[src/rtl/fetch_unit.sv]
`default_nettype none
// ============================================================================
// Module   : fetch_unit
// Brief    : Instruction-fetch stage: PC, single-outstanding imem request,
//            response skid buffer and registered IF/ID slot with flush.
// Revision : 1.0
// ============================================================================
module fetch_unit #(
    parameter logic [31:0] RESET_PC  = 32'h0000_0000,
    parameter logic [31:0] NOP_INSTR = 32'h0000_0013
) (
    input  logic        clk,
    input  logic        rst,
    input  logic        flush,
    input  logic [31:0] jump_addr,
    input  logic        id_ready,
    output logic        imem_req_valid,
    input  logic        imem_req_ready,
    output logic [31:0] imem_addr,
    input  logic        imem_rsp_valid,
    input  logic [31:0] imem_rsp_data,
    output logic        if_id_valid,
    output logic [31:0] if_id_pc,
    output logic [31:0] if_id_pc_plus_4,
    output logic [31:0] if_id_instr
);

    typedef enum logic [1:0] {
        FETCH = 2'd0,
        WAIT  = 2'd1,
        HOLD  = 2'd2,
        DROP  = 2'd3
    } state_t;

    state_t      state_q, state_d;
    logic [31:0] pc_q, pc_d;
    logic [31:0] req_pc_q, req_pc_d;
    logic [31:0] skid_pc_q, skid_pc_d;
    logic [31:0] skid_data_q, skid_data_d;
    logic        ifid_valid_q, ifid_valid_d;
    logic [31:0] ifid_pc_q, ifid_pc_d;
    logic [31:0] ifid_instr_q, ifid_instr_d;

    logic        slot_free;
    logic        req_fire;
    logic [31:0] jump_aligned;

    assign jump_aligned    = jump_addr & ~32'h3;
    assign slot_free       = !ifid_valid_q || id_ready;
    assign imem_req_valid  = !rst && (state_q == FETCH) && !flush;
    assign req_fire        = imem_req_valid && imem_req_ready;
    assign imem_addr       = pc_q;
    assign if_id_valid     = ifid_valid_q;
    assign if_id_pc        = ifid_pc_q;
    assign if_id_pc_plus_4 = ifid_pc_q + 32'd4;
    assign if_id_instr     = ifid_instr_q;

    always_comb begin
        state_d      = state_q;
        pc_d         = pc_q;
        req_pc_d     = req_pc_q;
        skid_pc_d    = skid_pc_q;
        skid_data_d  = skid_data_q;
        ifid_valid_d = ifid_valid_q;
        ifid_pc_d    = ifid_pc_q;
        ifid_instr_d = ifid_instr_q;

        // Consumption empties the slot unless a new instruction replaces it below.
        if (ifid_valid_q && id_ready) begin
            ifid_valid_d = 1'b0;
            ifid_instr_d = NOP_INSTR;
        end

        if (flush) begin
            pc_d         = jump_aligned;
            ifid_valid_d = 1'b0;
            ifid_instr_d = NOP_INSTR;
            skid_pc_d    = 32'h0;
            skid_data_d  = 32'h0;
            case (state_q)
                WAIT:    state_d = imem_rsp_valid ? FETCH : DROP;
                DROP:    state_d = DROP;
                default: state_d = FETCH;
            endcase
        end else begin
            case (state_q)
                FETCH: begin
                    if (req_fire) begin
                        req_pc_d = pc_q;
                        pc_d     = pc_q + 32'd4;
                        state_d  = WAIT;
                    end
                end
                WAIT: begin
                    if (imem_rsp_valid) begin
                        if (slot_free) begin
                            ifid_valid_d = 1'b1;
                            ifid_pc_d    = req_pc_q;
                            ifid_instr_d = imem_rsp_data;
                            state_d      = FETCH;
                        end else begin
                            skid_pc_d   = req_pc_q;
                            skid_data_d = imem_rsp_data;
                            state_d     = HOLD;
                        end
                    end
                end
                HOLD: begin
                    if (slot_free) begin
                        ifid_valid_d = 1'b1;
                        ifid_pc_d    = skid_pc_q;
                        ifid_instr_d = skid_data_q;
                        state_d      = FETCH;
                    end
                end
                DROP: begin
                    if (imem_rsp_valid) begin
                        state_d = FETCH;
                    end
                end
                default: state_d = FETCH;
            endcase
        end
    end

    always_ff @(posedge clk or posedge rst) begin
        if (rst) begin
            state_q      <= FETCH;
            pc_q         <= RESET_PC;
            req_pc_q     <= 32'h0;
            skid_pc_q    <= 32'h0;
            skid_data_q  <= 32'h0;
            ifid_valid_q <= 1'b0;
            ifid_pc_q    <= 32'h0;
            ifid_instr_q <= NOP_INSTR;
        end else begin
            state_q      <= state_d;
            pc_q         <= pc_d;
            req_pc_q     <= req_pc_d;
            skid_pc_q    <= skid_pc_d;
            skid_data_q  <= skid_data_d;
            ifid_valid_q <= ifid_valid_d;
            ifid_pc_q    <= ifid_pc_d;
            ifid_instr_q <= ifid_instr_d;
        end
    end

endmodule
`default_nettype wire

[config.mk]
export PLATFORM = sky130hd
export DESIGN_NAME = fetch_unit
export DESIGN_NICKNAME = d
export VERILOG_FILES = /design/src/rtl/fetch_unit.sv
export SDC_FILE = /design/constraint.sdc
export NUM_CORES = 1
export LEC_CHECK = 0
export CAP_MARGIN = 20
export CORE_UTILIZATION = 51
export CTS_CLUSTER_DIAMETER = 50
export CTS_CLUSTER_SIZE = 12
export DETAILED_ROUTE_END_ITERATION = 10
export GPL_TIMING_DRIVEN = 0
export PLACE_DENSITY = 0.88
export SLEW_MARGIN = 25
export SYNTH_ARGS = -nofsm -noshare
export SYNTH_HDL_FRONTEND = slang
export SYNTH_SLANG_ARGS = --single-unit
[constraint.sdc]
create_clock -name clk -period 6.8 [get_ports clk]
set_clock_uncertainty 0.05 [all_clocks]
set_input_delay 1.02 -clock clk [delete_from_list [all_inputs] [get_ports clk]]
set_output_delay 1.02 -clock clk [all_outputs]
set_load 0.1 [all_outputs]
**After elaboration in Yosys (flattened, before gate mapping)**

Cells that the tools add are included.

- Register bits after elaboration: 195
- Input port bits: 70
- Output and inout port bits: 130
- Logic and storage cells: 76

- Add/subtract/negate cells: 2
- Equality and inequality tests: 11
- Multiplexer cells: 35
- Bitwise gates (word level): 1
- Reductions and logical operators: 19

Operators by type and width:

| kind | count |
|---|---|
| 32-bit two-way mux | 19 |
| 32-bit case mux with 2 select lines | 2 |
| 32-bit by 3-bit adder with 32-bit output, second input constant | 2 |
| 2-bit two-way mux | 7 |
| 3-bit inequality test, second input constant | 4 |
| 2-bit nonzero test | 5 |
| 2-bit inequality test, second input constant | 4 |
| 2-bit case mux with 4 select lines | 1 |
| 3-bit AND reduction | 2 |
| 5-bit AND reduction | 1 |
| 2-bit equality test, second input constant | 2 |
| 1-bit logical AND | 4 |
| 1-bit two-way mux | 4 |
| 2-bit case mux with 2 select lines | 1 |
| 4-bit AND reduction | 1 |
| 1-bit logical NOT | 3 |
| 2-bit by 1-bit equality test with 1-bit output, second input constant | 1 |
| 2-bit logical NOT | 1 |
| 1-bit case mux with 2 select lines | 1 |
| 2-bit AND reduction | 1 |
| 1-bit logical OR | 1 |
| 1-bit inverter | 1 |

**Longest topological paths before layout**

- Depth in word-level cells: 7
- Mapped depth: 9
- Depth with buffers taken out: 6

**Worst setup path after synthesis**

OpenSTA, ideal clock, no wires.

- Path kind: input port to output port
- Start point: input port rst
- End point: output port imem_req_valid
- Data arrival time: 6083 ps
- Required time: 5730 ps
- Path slack: -353 ps
- Stages: 2
- Path buffers: 0
- Cells stage by stage: inv_1 > and3_1

- Word-level cells in the longest chain between the ends: 3

RTL lines:

| item | line | RTL |
|---|---|---|
| start: declaration | 13 | `input logic rst,` |
| 1-bit logical NOT (no line) | - |  |
| 1-bit logical AND (2 in series) | 50 | `assign imem_req_valid = !rst && (state_q == FETCH) && !flush;` |
| end: declaration | 17 | `output logic imem_req_valid,` |

Every way passes these cells.

**Worst setup path after layout**

- Start point: input port flush
- End point: output port imem_req_valid

- Word-level cells in the longest chain between the ends: 2

RTL lines:

| item | line | RTL |
|---|---|---|
| start: declaration | 14 | `input logic flush,` |
| 1-bit logical NOT | 50 |  |
| 1-bit logical AND | 50 |  |

Every way passes these cells.

==> summary.md <==
| Metric | Value |
|---|---|
| Outcome | finished, final reports clean |
| Met1 Track Usage GR | 0.373 |
| Number of instances resized during post-cts repair | 0 |
| Peak-usage layer in the global routing report | met2 |
| Class of the tightest hold or removal check | register to register |
| Final HPWL DP | 18.2 mm |
| Min Hold Slack | between 0.4 and 0.5 ns |
| Antenna violations before repair | 0 |
| Share of the synthesized area in compound gates (AO/OA/AOI/OAI) | 0.168 |
| Starting utilization of the core area | 0.524 |
| Cell depth of the worst flop-to-flop path | 9 |
| Final global-route overflow total | 0 |
| Hold path startpoint | skid_data_q[15] |
| Number of global-route vias before repair | between 7k and 8k |
| Largest net degree at the start of global routing | 33 |
| Top-area cell type share of the netlist area | 0.514 |
| Setup violation total in the final timing report | 0 |
| Fill cell instance count of the final layout | about 1.3k |
| Clock tree from TritonCTS | done |
| Min cycle time layout | about 5 ns |
| Period Utilization, post-route | 0.745 |
| Clock-pin slew on the worst setup and hold paths | 0.07 ns |
| Total routing resource utilization after global routing | 0.286 |
| Unrepaired setup endpoints after global routing | no |
| Vias after detailed routing | slightly above 8k |
| Cell area after synthesis | roughly 9100 µm² |
| Total power of the final layout | 5.33 mW |
| Minimum setup slack among reg-to-reg paths | roughly 3.7 ns |
| Number of buffers added on ports | just under 200 |
| Wire length after detailed routing | 25.6 mm |
| Met2 Resource Use GR | 0.453 |
| Endpoint arrival time on the critical path | 4.00 ns |
| Die area | 18300 µm² |
| Fin nets | ~1.2k |
| DIE HEIGHT | 135 µm |
| Number of buffers created by CTS | 17 |
| Setup Total Neg Slack | 0 ns |
| Terminus of the critical flop-to-flop path | skid_data_q[16] |
| Later-pin clock latency in the skew report | between 0.4 and 0.5 ns |
| Cell taking the most area after synthesis | sky130_fd_sc_hd__dfrtp_1 |
| Type of the worst setup path | primary input to output pin |
| Share of final-layout standard cells stronger than drive strength 1 | 0.0797 |
| Library cells used by synthesis | 56 |
| GR Layer Usage met3 | 0.0741 |
| Global-route wire length before repair | 40.2 mm |
| Post-DR vias/cell | 6.05 |
| Simple-gate share of the synthesized area | 0.153 |
| Origin of the worst setup path | flush |
| Largest family of logic cells by synthesized area | compound AO/OA/AOI/OAI gates |
| Launching point of the worst reg2reg path | state_q[1] |
| Layout area overhead | 32.9% |
| Count of standard-cell rows | 48 |
| Number of synthesized register bits | between 150 and 200 |
| Number of warnings issued by yosys | 0 |
| Sort of element at the end of the critical path | output pin |
| Slew Limit Fails | 0 |
| Sinks on the clock net | between 150 and 200 |
| Post-synth EDFFs | 0 |
| Post-route DRC | 0 |
| Cell depth of the worst hold path | 1 |
| Worst-path maximum fanout | 10 |
| Portion of the post-synthesis area used by sequential elements | 0.522 |
| Leakage power total | roughly 4.7 nW |
| Post-Syn Instances | about 900 |
| Number of DRC markers in iteration 0 | ~730 |
| Areal power density over the cells | 442 nW/µm² |
| Proportion of register bits with asynchronous set or reset after synthesis | 1.00 |
| Max-capacitance violation count | 0 |
| Antenna-violating nets left | 0 |
| Number of optimization iterations in the first detailed-route pass | 7 |
| XOR/XNOR Fraction of Synth Area | 0.0329 |
| Antenna diode instance count | 0 |
| Mean instance size in the synthesized netlist | between 10 and 15 µm² |
| CTS Hold Bufs | 0 |
| Die outline width | approximately 140 µm |
| Maximum clock frequency | 197 MHz |
| Maximum resistive drop on vdd | approximately 0.64 mV |
| Number of H-tree levels | 4 |
| Post-CTS setup buffers | 0 |
| Critical path data required time | 5.73 ns |
| Last weighted congestion value of the routability-driven placer | 0.861 |
| Adder-Cell Fraction of Synth Area | 0.00966 |
| Top area cells in the synthesized netlist | sky130_fd_sc_hd__dfrtp_1 (51%), sky130_fd_sc_hd__nand2_1 (4.3%), sky130_fd_sc_hd__a21oi_1 (3.9%) |
| Mean routed wirelength per cell | 19.1 µm |
| Final Hold Fails | 0 |
| Worst setup endpoint | imem_req_valid |
| Utilization after layout | 0.697 |
| Crit path launch type | primary input |
| Multiplexer share of the synthesized area | 0.0750 |
| Number of cells in the design after placement | between 1k and 1.5k |
| Top FF cell, synth | sky130_fd_sc_hd__dfrtp_1 |
| Std-Cell Core Area | 17300 µm² |
| Worst-margin pin slew | between 1 and 1.5 ns |
| Maximum count of clock buffers along a single path | 2 |
| Max-slew headroom | 0.294 |
| Clk root buf | sky130_fd_sc_hd__clkbuf_16 |
| I/O pin cnt | 200 |
| Cell Count, Final, Fillers Out | around 1.3k |
==> Yosys cell counts, types with 5 or more instances <==
library cell and instances:
sky130_fd_sc_hd__nor3_1 12, sky130_fd_sc_hd__mux2_2 31, sky130_fd_sc_hd__nand2_1 104, sky130_fd_sc_hd__o21ai_0 17, sky130_fd_sc_hd__and4_1 5, sky130_fd_sc_hd__o2bb2ai_1 30, sky130_fd_sc_hd__or4_1 16, sky130_fd_sc_hd__buf_1 5
sky130_fd_sc_hd__nand3_1 27, sky130_fd_sc_hd__inv_1 18, sky130_fd_sc_hd__nor2b_1 5, sky130_fd_sc_hd__nor2_1 58, sky130_fd_sc_hd__nor4_1 11, sky130_fd_sc_hd__ha_1 7, sky130_fd_sc_hd__a32o_1 27, sky130_fd_sc_hd__xor2_1 17
sky130_fd_sc_hd__dfrtp_1 186, sky130_fd_sc_hd__nand4_1 15, sky130_fd_sc_hd__a21oi_1 70, sky130_fd_sc_hd__a31oi_1 15, sky130_fd_sc_hd__o31ai_1 11, sky130_fd_sc_hd__clkbuf_1 53, sky130_fd_sc_hd__mux2i_1 33, sky130_fd_sc_hd__and3_1 8
sky130_fd_sc_hd__buf_4 5, sky130_fd_sc_hd__a22oi_1 30, sky130_fd_sc_hd__xnor2_1 17
==> cells in the final DEF, fill, tap and decap left out, types with 15 or more instances in the layout <==
cell,n
sky130_fd_sc_hd__clkdlybuf4s50_1,194
sky130_fd_sc_hd__dfrtp_1,186
sky130_fd_sc_hd__nand2_1,104
sky130_fd_sc_hd__a21oi_1,70
sky130_fd_sc_hd__nor2_1,58
sky130_fd_sc_hd__clkbuf_1,54
sky130_fd_sc_hd__mux2i_1,33
sky130_fd_sc_hd__mux2_2,31
sky130_fd_sc_hd__o2bb2ai_1,30
sky130_fd_sc_hd__a22oi_1,30
sky130_fd_sc_hd__nand3_1,27
sky130_fd_sc_hd__a32o_1,27
sky130_fd_sc_hd__o21ai_0,17
sky130_fd_sc_hd__inv_1,17
sky130_fd_sc_hd__xor2_1,17
sky130_fd_sc_hd__xnor2_1,17
sky130_fd_sc_hd__clkbuf_16,17
sky130_fd_sc_hd__or4_1,16
sky130_fd_sc_hd__nand4_1,15
sky130_fd_sc_hd__a31oi_1,15
==> worst min-delay path by stage <==
stage	end	slack (ns)
floorplan	if_id_pc[1]	0.41
global placement	if_id_instr[31]	0.42
detailed placement	if_id_instr[15]	0.42
CTS	skid_data_q[19]	0.45
global route	skid_data_q[23]	0.45
finish	skid_data_q[15]	0.44
==> routing by layer <==
metal,routed length [µm],up-vias
li1,-,3682
met1,10800,3970
met2,12000,400
met3,2170,63
met4,714,0
met5,0,-
==> per-stage QoR <==
step	setup slack, ns	area [µm²]
2_1_floorplan	0.875	9070
3_3_place_gp	-1.46	11300
3_5_place_dp	1.83	11500
4_1_cts	1.82	12000
5_1_grt	1.68	12000
6_report	1.73	12000
==> power by group <==
group	switching, mW	leakage (nW)	internal, mW	total, mW
Clock	0.442	0.289	0.550	0.992
Combinational	2.13	2.04	0.663	2.80
Sequential	0.239	2.41	1.30	1.54
==> sequential cells by signal (all words and copies together), names as in the netlist <==
name / cells
skid_pc_q: 31
skid_data_q: 32
if_id_instr: 32
if_id_valid: 1
req_pc_q: 30
imem_addr: 30
if_id_pc: 31
state_q: 2
==> layout make-up <==
| class | instances | area [µm²] | area share |
|---|---|---|---|
| multi-input cells | 609 | 3990 | 0.331 |
| plain buffers | 67 | 282 | 0.0234 |
| clock buffers | 22 | 484 | 0.0402 |
| flip-flops and latches | 189 | 4730 | 0.393 |
| repair buffers | 201 | 2100 | 0.175 |
| well taps | 225 | 282 | 0.0234 |
| clock inverters | 9 | 96.3 | 0.00800 |
| inverters | 19 | 75.1 | 0.00623 |
==> kinds of logic after synthesis <==
group	Yosys count
buffers and inverters	86
muxes	64
xor gates and xnor gates	34
AOI/OAI and AO/OA	218
and+or+nand+nor	284
other	1
DFF	189
adders and majority gates	7
==> critical path: stages <==
cell                              delay, ns
sky130_fd_sc_hd__clkdlybuf4s50_1       0.47
sky130_fd_sc_hd__clkbuf_1              0.39
sky130_fd_sc_hd__clkinv_1              0.46
sky130_fd_sc_hd__clkbuf_1              0.40
sky130_fd_sc_hd__and3_1                0.25
sky130_fd_sc_hd__clkdlybuf4s50_1       1.01
Note: power is estimated with default switching activity, not from simulation.
